## src/rtl/hazard_scoreboard.sv

```systemverilog
// Issue-stage hazard scoreboard: stalls decode on RAW/WAW/divider hazards and
// steers the execute-stage operand bypass muxes (regfile / EXE / WB).
module hazard_scoreboard #(
   parameter int REG_ADDR_W = 5,
   parameter int NUM_REGS   = 32
) (
   input  logic                  clk_i,
   input  logic                  rstn_i,
   input  logic                  flush_i,
   input  logic                  id_valid_i,
   input  logic [REG_ADDR_W-1:0] id_rs1_i,
   input  logic [REG_ADDR_W-1:0] id_rs2_i,
   input  logic                  id_use_rs1_i,
   input  logic                  id_use_rs2_i,
   input  logic [REG_ADDR_W-1:0] id_rd_i,
   input  logic                  id_we_i,
   input  logic [1:0]            id_unit_i,
   input  logic                  wb_we_i,
   input  logic [REG_ADDR_W-1:0] wb_dst_i,
   input  logic                  div_done_i,
   output logic                  issue_o,
   output logic                  stall_o,
   output logic [1:0]            rs1_sel_o,
   output logic [1:0]            rs2_sel_o,
   output logic                  div_busy_o,
   output logic [NUM_REGS-1:0]   pending_o
);

   localparam logic [1:0] UNIT_ALU = 2'b00;
   localparam logic [1:0] UNIT_DIV = 2'b10;

   localparam logic [1:0] SEL_RF  = 2'b00;
   localparam logic [1:0] SEL_EXE = 2'b01;
   localparam logic [1:0] SEL_WB  = 2'b10;

   localparam logic [REG_ADDR_W-1:0] X0 = '0;

   logic [NUM_REGS-1:0]   pending_q, pending_d;
   logic                  div_busy_q, div_busy_d;
   logic                  exe_valid_q, exe_valid_d;
   logic [REG_ADDR_W-1:0] exe_rd_q, exe_rd_d;

   logic wb_hit_rs1, wb_hit_rs2, wb_hit_rd;
   logic haz_rs1, haz_rs2, haz_waw, haz_div;
   logic any_haz, issue;

   // A writeback landing this cycle is forwarded, so it resolves the hazard.
   assign wb_hit_rs1 = wb_we_i && (wb_dst_i == id_rs1_i);
   assign wb_hit_rs2 = wb_we_i && (wb_dst_i == id_rs2_i);
   assign wb_hit_rd  = wb_we_i && (wb_dst_i == id_rd_i);

   assign haz_rs1 = id_use_rs1_i && (id_rs1_i != X0) && pending_q[id_rs1_i] && !wb_hit_rs1;
   assign haz_rs2 = id_use_rs2_i && (id_rs2_i != X0) && pending_q[id_rs2_i] && !wb_hit_rs2;
   assign haz_waw = id_we_i && (id_rd_i != X0) && pending_q[id_rd_i] && !wb_hit_rd;
   assign haz_div = (id_unit_i == UNIT_DIV) && div_busy_q && !div_done_i;

   assign any_haz = haz_rs1 || haz_rs2 || haz_waw || haz_div;
   assign stall_o = id_valid_i && !flush_i && any_haz;
   assign issue   = id_valid_i && !flush_i && !any_haz;
   assign issue_o = issue;

   always_comb begin
      rs1_sel_o = SEL_RF;
      if (exe_valid_q && (exe_rd_q == id_rs1_i) && (id_rs1_i != X0))
         rs1_sel_o = SEL_EXE;
      else if (wb_hit_rs1 && (id_rs1_i != X0))
         rs1_sel_o = SEL_WB;
   end

   always_comb begin
      rs2_sel_o = SEL_RF;
      if (exe_valid_q && (exe_rd_q == id_rs2_i) && (id_rs2_i != X0))
         rs2_sel_o = SEL_EXE;
      else if (wb_hit_rs2 && (id_rs2_i != X0))
         rs2_sel_o = SEL_WB;
   end

   // Set after clear so a same-cycle re-issue to a retiring register stays pending.
   always_comb begin
      pending_d = pending_q;
      if (wb_we_i && (wb_dst_i != X0))
         pending_d[wb_dst_i] = 1'b0;
      if (issue && (id_unit_i != UNIT_ALU) && id_we_i && (id_rd_i != X0))
         pending_d[id_rd_i] = 1'b1;
      pending_d[0] = 1'b0;
   end

   always_comb begin
      div_busy_d = div_busy_q;
      if (issue && (id_unit_i == UNIT_DIV))
         div_busy_d = 1'b1;
      else if (div_done_i)
         div_busy_d = 1'b0;
   end

   always_comb begin
      exe_valid_d = 1'b0;
      exe_rd_d    = exe_rd_q;
      if (issue) begin
         exe_valid_d = (id_unit_i == UNIT_ALU) && id_we_i && (id_rd_i != X0);
         exe_rd_d    = id_rd_i;
      end
      if (flush_i)
         exe_valid_d = 1'b0;
   end

   always_ff @(posedge clk_i or negedge rstn_i) begin
      if (!rstn_i) begin
         pending_q   <= '0;
         div_busy_q  <= 1'b0;
         exe_valid_q <= 1'b0;
         exe_rd_q    <= '0;
      end else begin
         pending_q   <= pending_d;
         div_busy_q  <= div_busy_d;
         exe_valid_q <= exe_valid_d;
         exe_rd_q    <= exe_rd_d;
      end
   end

   assign div_busy_o = div_busy_q;
   assign pending_o  = pending_q;

endmodule

```

## config.mk

```make
export PLATFORM = sky130hd
export DESIGN_NAME = hazard_scoreboard
export DESIGN_NICKNAME = d
export VERILOG_FILES = /design/src/rtl/hazard_scoreboard.sv
export SDC_FILE = /design/constraint.sdc
export NUM_CORES = 1
export LEC_CHECK = 0
export CORE_UTILIZATION = 55
export CTS_CLUSTER_DIAMETER = 100
export CTS_CLUSTER_SIZE = 24
export DETAILED_ROUTE_END_ITERATION = 12
export PLACE_DENSITY = 0.86
export SLEW_MARGIN = 20
export SYNTH_ARGS = -nofsm -noshare
export SYNTH_HDL_FRONTEND = slang
export SYNTH_SLANG_ARGS = --single-unit
```

## constraint.sdc

```tcl
create_clock -name clk_i -period 6.5 [get_ports clk_i]
set_input_delay 1.3 -clock clk_i [delete_from_list [all_inputs] [get_ports clk_i]]
set_output_delay 1.3 -clock clk_i [all_outputs]
set_load 0.02 [all_outputs]
```

==> results by group <==
Run status
  • Status: finished, final reports clean

Detailed routing
  • Vias per cell: 6.88
  • DRT iter0 DRCs: 387
  • Drt drc: 0
  • Post-route antenna net violation count: 0
  • First-pass DRT Iterations: 5
  • Post-DR wirelength/cell: 21.7 um
  • Final wirelength: 9530 um
  • DR vias: 3,021

Die
  • Rows: 27
  • I/O pin cnt: 70
  • Die W: 77.3 um
  • Starting Density: 57.0%
  • Die Ht: 77.3 um
  • Die ar.: 0.00597 sq mm
  • Core area: 0.00547 sq mm

Global routing
  • Largest net degree at the start of global routing: 39
  • Met3 GRT Util: 7.86%
  • Vias in the first global route: 2,984
  • First-pass GRT wire length: 14,900 um
  • Overflow after GRT: 0
  • Met1 GRT Util: 41.3%
  • Gr usage total: 32.3%
  • GRT busiest layer: met2
  • Initial antenna violation count: 0
  • Met2 usage: 51.4%

Clocking
  • CTS Buffer Depth: 2
  • Worst-Skew Late Latency: 0.29 ns
  • CTS Hold Bufs: 0
  • CTS tree: done
  • Number of buffers created by CTS: 5
  • CTS root buf: clkbuf_8
  • Clock Sink Count: 38
  • Setup bufs post-CTS: 0
  • H-tree depth reported by CTS: 2
  • Clock slew at reported path FFs: 0.08 ns
  • Post-cts sizing count: 0

Synth
  • Avg Cell Area, Syn: 9.99 sq um
  • Seq/Total Area, Yosys: 30.5%
  • Synth top area cells: dfrtp_1, o21ai_0, mux2i_1, mux4_2, xor2_1
  • Syn Std Cell Area: 0.00312 sq mm
  • Synthesized flop and latch total: 38
  • Mapped Nets: 343
  • Ys flop type: dfrtp_1
  • Post-synth EDFFs: 0
  • Cell count after synthesis: 312
  • FFs w/ async S/R, synth: 100%
  • Synth unique cells: 56
  • Yosys Warn Count: 0
  • Yosys top cell area share: 30.5%
  • Area leader, netlist: dfrtp_1

Critical path
  • WP data required: 5.20 ns
  • Worst Path Max Fanout: 14
  • WS Path Type: in2out
  • Crit-path max cell delay: 1.01 ns
  • Worst EP arrival: 4.43 ns
  • CP max-delay cell: clkdlybuf4s50_1
  • Cell family with most CP delay: buffers and inverters
  • Setup crit start kind: input pin
  • Worst Setup End Kind: output pin
  • Worst Path Buf+Inv: 3
  • Most used cell along the critical path: clkdlybuf4s50_1
  • Cell Chain, Critical Path: clkdlybuf4s50_1 -> mux4_1 -> nor2b_1 -> o31ai_1 -> o2111ai_4 -> o211ai_4 -> inv_1 -> clkdlybuf4s50_1

Power
  • Tot Pwr: 759 uW
  • Worst VDD drop: 0.153 mV
  • Sw Ratio: 30.4%
  • Sequential share of power: 38.3%
  • Pwr/cell area: 197 mW/mm^2
  • Logic pwr share: 29.0%
  • Net Sw Power: 230 uW
  • Static leakage: 1.46 nW
  • Int Pwr: 528 uW
  • Clk pwr share: 32.7%

STA
  • Fmax: 0.174 GHz
  • Max-slew violation count: 0
  • Final Setup Violations: 0
  • Setup TNS: 0 ns
  • Tmin final: 5.73 ns
  • Worst Clk Skew: 0.00658 ns
  • RSZ-0062 raised after global routing: false
  • Worst Tran Pin Value: 0.889 ns
  • Final critical-path share of the clock period: 88.2%
  • Final hold vios: 0
  • Max_slew headroom: 40.5%
  • Post-Route Hold Slack: 0.563 ns
  • Worst Setup Slack, final: 0.769 ns

Placed design
  • HPWL Detailed: 6600 um
  • DP Area: 0.00371 sq mm
  • Buffers on Ports: 68
  • Worst slack, placed: 0.792 ns
  • RePlAce Congestion: 0.943
  • # placed instances: 431

Layout
  • Diodes inserted: 0
  • Area delta synth->final: 23.6%
  • Final instance area: 0.00385 sq mm
  • Final core utilization: 70.4%
  • Final std cells w/o fill: 439
  • Fillers: 412
  • Nets: 397
  • Multi-input gate area: 0.00193 sq mm
  • Register Area: 951 sq um
  • Share of cells above drive strength 1: 12.8%

Min path
  • Type of the most critical hold path: reg2reg

Flow run
  • Max-cap violation count: 0
==> cell type report <==
type | instances | area share, %
Sequential cell | 38 | 24.7
Clock buffer | 6 | 2.14
Multi-Input combinational cell | 241 | 50.1
Tap cell | 72 | 2.34
Clock inverter | 2 | 1.56
Inverter | 8 | 0.779
Timing Repair Buffer | 72 | 18.4
==> metal layers <==
layer | share of wire [%] | routed length, um
met1 | 39 | 3720
met2 | 47 | 4460
met3 | 11 | 1010
met4 | 3.5 | 338
met5 | 0 | 0
==> cell usage in the layout, fill, tap and decap left out, types with 8 or more instances in the layout <==
cell type	instances
mux2_2	9
o21ai_0	64
xnor2_1	9
nand3_1	9
inv_1	8
mux4_2	10
clkdlybuf4s50_1	68
nand3b_1	11
nand2_1	8
xor2_1	16
mux2i_1	23
dfrtp_1	38
==> power groups by stage <==
stage / registers [mW] / clock network [mW] / logic, mW
final: 0.291 / 0.248 / 0.220
after global routing: 0.294 / 0.259 / 0.233
after CTS: 0.289 / 0.252 / 0.217
after detailed placement: 0.294 / 0 / 0.216
after global placement: 0.293 / 0 / 0.210
after floorplan: 0.304 / 0 / 0.121
==> flip-flops by register name, summed over array words and instances, names as in the netlist <==
signal,cells
pending_o,31
exe_rd_q,5
div_busy_o,1
exe_valid_q,1
==> path summary, 6_finish.rpt <==
path	slack, ns	endpoint	startpoint	cells after the start
max	0.77	issue_o	id_rs2_i[0]	8
min	0.56	div_busy_o	div_busy_o	2
max reg2reg	4.03	pending_o[21]	pending_o[14]	6
min reg2reg	0.56	div_busy_o	div_busy_o	2
max in group asynchronous	4.70	pending_o[15]	rstn_i	2
min in group asynchronous	1.43	div_busy_o	rstn_i	2
==> cells in the mapped netlist, types with 7 or more instances <==
| library cell | count |
|---|---|
| o21ai_0 | 64 |
| dfrtp_1 | 38 |
| mux2i_1 | 23 |
| xor2_1 | 16 |
| nand3b_1 | 11 |
| mux4_2 | 10 |
| mux2_2 | 9 |
| nand3_1 | 9 |
| xnor2_1 | 9 |
| inv_1 | 8 |
| nand2_1 | 8 |
| nor2_1 | 7 |
| or3b_2 | 7 |
==> tightest hold or removal path, stage by stage, from the launching register on <==
cell,delay [ns]
dfrtp_1,0.36
inv_1,0.06
o32ai_1,0.10
==> logic make-up (layout without fill, tap and decap cells) <==
logic type	count (synthesis)	after routing	synth area share [%]
simple gates	75	75	15.1
xor+xnor	25	25	7.03
buf+inv	33	88	7.59
flops	38	38	30.5
compound gates	96	96	20.1
mux	44	44	19.6
other cells	1	1	0.120
Power figures use the tool's default switching activity.
